## config.mk

```make
export PLATFORM = sky130hd
export DESIGN_NAME = ex_mem_flat
export DESIGN_NICKNAME = d
export VERILOG_FILES = /design/src/rtl/openmips_pkg.sv /design/src/rtl/ex_mem_if.sv /design/src/rtl/ex_mem_acc.sv /design/src/rtl/ex_mem.sv /design/src/flat_wrapper.sv
export SDC_FILE = /design/constraint.sdc
export NUM_CORES = 1
export LEC_CHECK = 0
export ABC_AREA = 0
export CELL_PAD_IN_SITES_DETAIL_PLACEMENT = 1
export CELL_PAD_IN_SITES_GLOBAL_PLACEMENT = 1
export CORE_MARGIN = 2
export CORE_UTILIZATION = 28
export CTS_CLUSTER_DIAMETER = 200
export DETAILED_ROUTE_END_ITERATION = 8
export GPL_ROUTABILITY_DRIVEN = 0
export PLACE_DENSITY = 0.85
export REMOVE_ABC_BUFFERS = 1
export SETUP_SLACK_MARGIN = 0.4
export SLEW_MARGIN = 5
export SYNTH_ARGS = -nofsm -noshare
export SYNTH_HDL_FRONTEND = slang
export SYNTH_SLANG_ARGS = --single-unit
```

## constraint.sdc

```tcl
create_clock -name clk -period 1.23 [get_ports clk]
set_input_delay 0.3075 -clock clk [delete_from_list [all_inputs] [get_ports clk]]
set_output_delay 0.3075 -clock clk [all_outputs]
set_load 0.005 [all_outputs]
```

## src/rtl/openmips_pkg.sv

```systemverilog
// Shared pipeline constants and types for the openmips core.
package openmips_pkg;

  localparam logic        RstEnable    = 1'b0;
  localparam logic        WriteEnable  = 1'b1;
  localparam logic        WriteDisable = 1'b0;
  localparam logic [31:0] ZeroWord     = 32'h0000_0000;
  localparam logic [4:0]  NOPRegAddr   = 5'b00000;

  typedef struct packed {
    logic stall_if;
    logic stall_id;
    logic stall_ex;
    logic stall_mem;
    logic stall_wb;
  } stall_t;

endpackage

```

## src/rtl/ex_mem_if.sv

```systemverilog
// EX-side inputs and MEM-side outputs of the EX/MEM pipeline register.
interface ex_mem_if #(
  parameter int AW    = 5,
  parameter int DW    = 32,
  parameter int CNT_W = 2
);
  logic [AW-1:0]    ex_waddr;
  logic             ex_wreg;
  logic [DW-1:0]    ex_wdata;
  logic             ex_whilo;
  logic [DW-1:0]    ex_hi;
  logic [DW-1:0]    ex_lo;
  logic [2*DW-1:0]  hilo_temp_i;
  logic [CNT_W-1:0] cnt_i;

  logic [AW-1:0]    mem_waddr;
  logic             mem_wreg;
  logic [DW-1:0]    mem_wdata;
  logic             mem_whilo;
  logic [DW-1:0]    mem_hi;
  logic [DW-1:0]    mem_lo;
  logic [2*DW-1:0]  hilo_temp_o;
  logic [CNT_W-1:0] cnt_o;

  modport master (
    output ex_waddr, ex_wreg, ex_wdata, ex_whilo, ex_hi, ex_lo, hilo_temp_i, cnt_i,
    input  mem_waddr, mem_wreg, mem_wdata, mem_whilo, mem_hi, mem_lo, hilo_temp_o, cnt_o
  );

  modport slave (
    input  ex_waddr, ex_wreg, ex_wdata, ex_whilo, ex_hi, ex_lo, hilo_temp_i, cnt_i,
    output mem_waddr, mem_wreg, mem_wdata, mem_whilo, mem_hi, mem_lo, hilo_temp_o, cnt_o
  );
endinterface

```

## src/rtl/ex_mem_acc.sv

```systemverilog
// Multiply-accumulate intermediate fed back to EX; captured only on a bubble edge.
module ex_mem_acc
  import openmips_pkg::*;
#(
  parameter int DW    = 32,
  parameter int CNT_W = 2
) (
  input  logic             clk,
  input  logic             rst,
  input  logic             flush,
  input  logic             advance,
  input  logic             bubble,
  input  logic [2*DW-1:0]  hilo_temp_i,
  input  logic [CNT_W-1:0] cnt_i,
  output logic [2*DW-1:0]  hilo_temp_o,
  output logic [CNT_W-1:0] cnt_o
);

  always_ff @(posedge clk) begin
    if (rst == RstEnable || flush) begin
      hilo_temp_o <= '0;
      cnt_o       <= '0;
    end else if (bubble) begin
      hilo_temp_o <= hilo_temp_i;
      cnt_o       <= cnt_i;
    end else if (advance) begin
      hilo_temp_o <= '0;
      cnt_o       <= '0;
    end
  end

endmodule

```

## src/rtl/ex_mem.sv

```systemverilog
// EX/MEM pipeline register with bubble/flush handling and madd/msub feedback.
// Optional EX_MEM_PERF_EN adds a wrapping bubble_cnt performance counter.
module ex_mem
  import openmips_pkg::*;
#(
  parameter int AW    = 5,
  parameter int DW    = 32,
  parameter int CNT_W = 2
) (
  input  logic        clk,
  input  logic        rst,
  input  logic        stall_ex,
  input  logic        stall_mem,
  input  logic        flush,
  ex_mem_if.slave     bus
`ifdef EX_MEM_PERF_EN
  ,
  output logic [31:0] bubble_cnt
`endif
);

  logic advance;
  logic bubble;

  // stall_ex=0 with stall_mem=1 falls through to hold
  assign advance = ~stall_ex & ~stall_mem;
  assign bubble  =  stall_ex & ~stall_mem;

  always_ff @(posedge clk) begin
    if (rst == RstEnable || flush || bubble) begin
      bus.mem_waddr <= AW'(NOPRegAddr);
      bus.mem_wreg  <= WriteDisable;
      bus.mem_wdata <= DW'(ZeroWord);
      bus.mem_whilo <= WriteDisable;
      bus.mem_hi    <= DW'(ZeroWord);
      bus.mem_lo    <= DW'(ZeroWord);
    end else if (advance) begin
      bus.mem_waddr <= bus.ex_waddr;
      bus.mem_wreg  <= bus.ex_wreg;
      bus.mem_wdata <= bus.ex_wdata;
      bus.mem_whilo <= bus.ex_whilo;
      bus.mem_hi    <= bus.ex_hi;
      bus.mem_lo    <= bus.ex_lo;
    end
  end

  ex_mem_acc #(
    .DW    (DW),
    .CNT_W (CNT_W)
  ) u_acc (
    .clk         (clk),
    .rst         (rst),
    .flush       (flush),
    .advance     (advance),
    .bubble      (bubble),
    .hilo_temp_i (bus.hilo_temp_i),
    .cnt_i       (bus.cnt_i),
    .hilo_temp_o (bus.hilo_temp_o),
    .cnt_o       (bus.cnt_o)
  );

`ifdef EX_MEM_PERF_EN
  always_ff @(posedge clk) begin
    if (rst == RstEnable || flush) begin
      bubble_cnt <= '0;
    end else if (bubble) begin
      bubble_cnt <= bubble_cnt + 32'd1;
    end
  end
`endif

  illegal_stall: assert property (@(posedge clk) disable iff (rst == RstEnable)
    !(!stall_ex && stall_mem));

endmodule
```

## src/flat_wrapper.sv

```systemverilog
// flat-port wrapper written by rule: the top's interface ports become plain ports
module ex_mem_flat import openmips_pkg::*;
#(
  parameter int AW    = 5,
  parameter int DW    = 32,
  parameter int CNT_W = 2
)
  (clk, rst, stall_ex, stall_mem, flush, bus_ex_waddr, bus_ex_wreg, bus_ex_wdata, bus_ex_whilo, bus_ex_hi, bus_ex_lo, bus_hilo_temp_i, bus_cnt_i, bus_mem_waddr, bus_mem_wreg, bus_mem_wdata, bus_mem_whilo, bus_mem_hi, bus_mem_lo, bus_hilo_temp_o, bus_cnt_o);
  ex_mem_if #(.AW(AW), .DW(DW), .CNT_W(CNT_W)) bus_i ();
  input  logic clk;
  input  logic rst;
  input  logic stall_ex;
  input  logic stall_mem;
  input  logic flush;
  input wire logic [$bits(bus_i.ex_waddr)-1:0] bus_ex_waddr;
  input wire logic [$bits(bus_i.ex_wreg)-1:0] bus_ex_wreg;
  input wire logic [$bits(bus_i.ex_wdata)-1:0] bus_ex_wdata;
  input wire logic [$bits(bus_i.ex_whilo)-1:0] bus_ex_whilo;
  input wire logic [$bits(bus_i.ex_hi)-1:0] bus_ex_hi;
  input wire logic [$bits(bus_i.ex_lo)-1:0] bus_ex_lo;
  input wire logic [$bits(bus_i.hilo_temp_i)-1:0] bus_hilo_temp_i;
  input wire logic [$bits(bus_i.cnt_i)-1:0] bus_cnt_i;
  output wire logic [$bits(bus_i.mem_waddr)-1:0] bus_mem_waddr;
  output wire logic [$bits(bus_i.mem_wreg)-1:0] bus_mem_wreg;
  output wire logic [$bits(bus_i.mem_wdata)-1:0] bus_mem_wdata;
  output wire logic [$bits(bus_i.mem_whilo)-1:0] bus_mem_whilo;
  output wire logic [$bits(bus_i.mem_hi)-1:0] bus_mem_hi;
  output wire logic [$bits(bus_i.mem_lo)-1:0] bus_mem_lo;
  output wire logic [$bits(bus_i.hilo_temp_o)-1:0] bus_hilo_temp_o;
  output wire logic [$bits(bus_i.cnt_o)-1:0] bus_cnt_o;
  assign bus_i.ex_waddr = bus_ex_waddr;
  assign bus_i.ex_wreg = bus_ex_wreg;
  assign bus_i.ex_wdata = bus_ex_wdata;
  assign bus_i.ex_whilo = bus_ex_whilo;
  assign bus_i.ex_hi = bus_ex_hi;
  assign bus_i.ex_lo = bus_ex_lo;
  assign bus_i.hilo_temp_i = bus_hilo_temp_i;
  assign bus_i.cnt_i = bus_cnt_i;
  assign bus_mem_waddr = bus_i.mem_waddr;
  assign bus_mem_wreg = bus_i.mem_wreg;
  assign bus_mem_wdata = bus_i.mem_wdata;
  assign bus_mem_whilo = bus_i.mem_whilo;
  assign bus_mem_hi = bus_i.mem_hi;
  assign bus_mem_lo = bus_i.mem_lo;
  assign bus_hilo_temp_o = bus_i.hilo_temp_o;
  assign bus_cnt_o = bus_i.cnt_o;
  ex_mem #(.AW(AW), .DW(DW), .CNT_W(CNT_W)) u_core (.clk(clk), .rst(rst), .stall_ex(stall_ex), .stall_mem(stall_mem), .flush(flush), .bus(bus_i));
endmodule
```

# Word level (Yosys, flattened, before mapping)
# Index checks and enable logic that the tools add are counted.
[word_totals]
regBits = 169
inputBits = 174
out_inout_bits = 169
word_cells = 20
[classes]
muxes = 4
bitwise_logic = 5
n_reduce_logical = 3
[ops]
columns = ["operator", "count"]
rows = [
  ["2-to-1 mux 64 bit", 2],
  ["2-to-1 mux 2 bit", 2],
  ["NOT 1 bit", 3],
  ["AND 1 bit", 2],
  ["logical OR 1 bit", 2],
  ["nonzero test 2 bit", 1],
]

# Depth between registers and ports, before layout
[depth]
ltp_word = 4
mapped_depth = 5
ltp_nobuf = 2

# Cells and area by module
# Synthesis repeated with hierarchy kept, for this count alone.
[unflattened]
cells_unflattened = 753
area_unflattened_um2 = 6722.7
[by_module_without_submodules]
columns = ["mod", "instances", "cells_each", "area_per_inst_um2", "seq_area_each_um2"]
rows = [
  ["ex_mem", 1, 460, 4095.2, 2062.0],
  ["ex_mem_acc", 1, 293, 2627.5, 1321.3],
]

# Worst setup path before layout
# No wires, ideal clock.
[synth_timing]
kind = "input -> register"
startpoint = "input flush"
endpoint = "register u_core.u_acc.hilo_temp_o[43]"
setup_time_ns = 0.132
arrival_time_ns = 1.021
t_required_ns = 1.098
slack_ns = 0.076
stages = 5
n_path_buf = 3
cell_sequence = "nand2b_1 > buf_2 > buf_2 > buf_1 > a21oi_1"
[synth_between]
elab_chain_cells = 1
[synth_lines]
columns = ["element", "line_no", "rtl"]
rows = [
  ["from (decl)", "flat_wrapper.sv:14", "input logic flush;"],
  ["logical OR 1 bit", "ex_mem_acc.sv:20", "if (rst == RstEnable || flush) begin"],
  ["to (signal assigned)", "ex_mem_acc.sv:24", "hilo_temp_o <= hilo_temp_i;"],
  ["to (decl)", "ex_mem_acc.sv:15", "output logic [2*DW-1:0] hilo_temp_o,"],
]
# Every way passes these cells.
# A chain may end at the register's enable or synchronous reset.

# Final worst setup path
[layout_timing]
startpoint = "register u_core.bus.mem_hi[17]"
endpoint = "output bus_mem_hi[17]"
[layout_lines]
columns = ["element", "line_no", "rtl"]
rows = [
  ["from (decl)", "ex_mem_if.sv:32", "output mem_waddr, mem_wreg, mem_wdata, mem_whilo, mem_hi, mem_lo, hilo_temp_o, cnt_o"],
  ["from (signal assigned)", "ex_mem.sv:35", "bus.mem_hi <= DW'(ZeroWord);"],
  ["from (signal assigned)", "ex_mem.sv:42", "bus.mem_hi <= bus.ex_hi;"],
  ["to (decl)", "flat_wrapper.sv:27", "output wire logic [$bits(bus_i.mem_hi)-1:0] bus_mem_hi;"],
]
# No word-level cell between the ends.

==> results.toml <==
[sta]
setup_tns_ns = 0
period_needed_ns = 1.21
fmax_mhz = 827
slew_violations = 0
hold_ws_ns = 0.212
finClkSkew_ns = 0
layout_setup_ws_ns = 0.0212
rsz0062_at_grt = "true"
max_slew_margin_pct = 82.8
finalSetupViolCount = 0
tightest_slew_ns = 0.257
fin_crit_sh_pct = 98.3
hold_viol = 0

[floorplanning]
core_um2 = 23500
die_h_um = 159
rows = 56
die-area_um2 = 25200
start_util_pct = 28.6
die_w_um = 159
io_pins = 343

[global_route]
grt_first_pass_wirelength_um = 41800
grtUsageTotal_pct = 21.0
antenna_found_initial = 5
grt_pass1_vias = 7279
grt.overflow.total = 0
grt_max_degree = 57

[run]
maxCapViolations = 0

[clocking]
clkLatencyLatePin_ns = 0.42
cts_tree = "done"
clk_pin_slew_worst_paths_ns = 0.07
clock-sinks = 169
cts.path.max_buffers = 2
hold_buffers = 0
root_buffer = "clkbuf_16"
cts_buffers = 17
cts_max_level = 4

[worst_setup_path]
slowest_delay_ns = 0.36
worstPathArrival_ns = 0.90
path_buf_inv = 1
path_max_fanout = 2
crit_path_end_kind = "output port"
crit_chain = "buf_2"
critical_path.startpoint = "u_core.bus.mem_hi[17]"
path_delay_family = "flip-flops"
r2r-start = "u_core.bus.mem_wdata[17]"
worst-setup-path-type = "flop to output port"
crit_path_start_kind = "flop"
reg2reg_slack_ns = 0.40
cpMaxStageDelayCell = "dfxtp_2"
worstPathRequired_ns = 0.92

[worst_hold_path]
min_path_type = "input port to flop"
min_from = "stall_mem"

[route]
drt.antenna.violating_nets = 0
vias = 7192
post_drt_via_cell_ratio = 4.79
drt_iter0_markers = 223
wire_per_inst_um = 21.1
drc = 0
firstDrtPassIters = 6
routed_wl_um = 31700

[yosys]
yosys.cell_types.count = 12
syn_avg_cell_area_um2 = 8.93
synth_top_cell_by_area = "dfxtp_1"
synth_top_area_share_pct = 50.5
netlist_area_um2 = 6700
synth_area_leaders = "dfxtp_1 50%, a21oi_1 13%, or3b_1 12%"
yosysSeqAreaShare_pct = 50.5
synth-seq-cells = 169
synthCells = 751
yosys_warnings = 0

[place]
dp.cells = 1394
placed_area_um2 = 10600
port_buffers = 342
dp_worst_setup_slack_ns = -0.249
hpwl_um = 17900

[power_and_ir_drop]
powerDensity_nw_per_um2 = 1010
power_mw = 13.2
vdd_drop_max_mv = 0.792
leakagePower_nw = 5.80

[cells_and_area]
area_growth_pct = 94.6
final_util_pct = 55.6
drive_above_1_share_pct = 54.2
fin_cells = 1502
multi_input_area_um2 = 3340
n_fill_cell = 2509
final_cell_mix = "169 x nand2_1, 169 x dfxtp_2, 140 x buf_6"
fin_area_um2 = 13000
final_nets = 1340
seqCellArea_um2 = 3590

[status]
outcome = "complete, no violations"
-- cell type report --
class | count | area share (%)
Timing Repair Buffer | 470 | 39.3
Sequential cell | 169 | 27.6
Multi-Input combinational cell | 508 | 25.6
Clock buffer | 19 | 3.32
Tap cell | 319 | 3.06
Clock inverter | 12 | 1.08
Antenna cell | 5 | 0.0959
-- layer usage --
metal  global-route usage (%)  wire length (um)
met5                        0                 0
met4                     5.75               764
met2                     39.5             16900
met3                     7.21              2100
met1                     22.1             11900
-- power by group --
group / internal (mW) / switching, mW
sequential: 5.60 / 0.0763
combinational: 1.25 / 0.815
clock: 3.02 / 2.47
total: 9.87 / 3.37
-- what timing repair did --
action	CTS	global route
pin swaps	9	97
gates cloned	7	15
buffers inserted	26	24
gates resized for setup	980	267
endpoints found under the setup margin	338	310
-- final timing paths --
check / to / depth (start not counted)
worst min register to register: u_core.u_acc.hilo_temp_o[5] / 2
worst max-delay path: bus_mem_hi[17] / 1
worst min-delay path: u_core.u_acc.hilo_temp_o[22] / 3
worst max register to register: u_core.bus.mem_wdata[17] / 4
-- cell families (layout without fill, tap and decap cells) --
logic type      count (synthesis)  count (layout)  synth area share, %
flops                         169             169                 50.5
buf+inv                        74             501                 6.51
compound gates                169             169                 12.6
other cells                     0               5                    0
simple gates                  339             339                 30.4
-- registers in the layout, indices dropped and copies added, names as in the netlist --
register,cells
u_core.bus.mem_whilo,1
u_core.bus.mem_waddr,5
u_core.bus.mem_hi,32
u_core.u_acc.cnt_o,2
u_core.bus.mem_wdata,32
u_core.u_acc.hilo_temp_o,64
u_core.bus.mem_lo,32
u_core.bus.mem_wreg,1
-- cells in the mapped netlist, drive strengths merged --
cell type and count:
a21oi 169, buf 46, clkbuf 28, dfxtp 169
nand2 169, nand2b 1, nand3b 66, or3b 103
(Power assumes the default switching activity.)
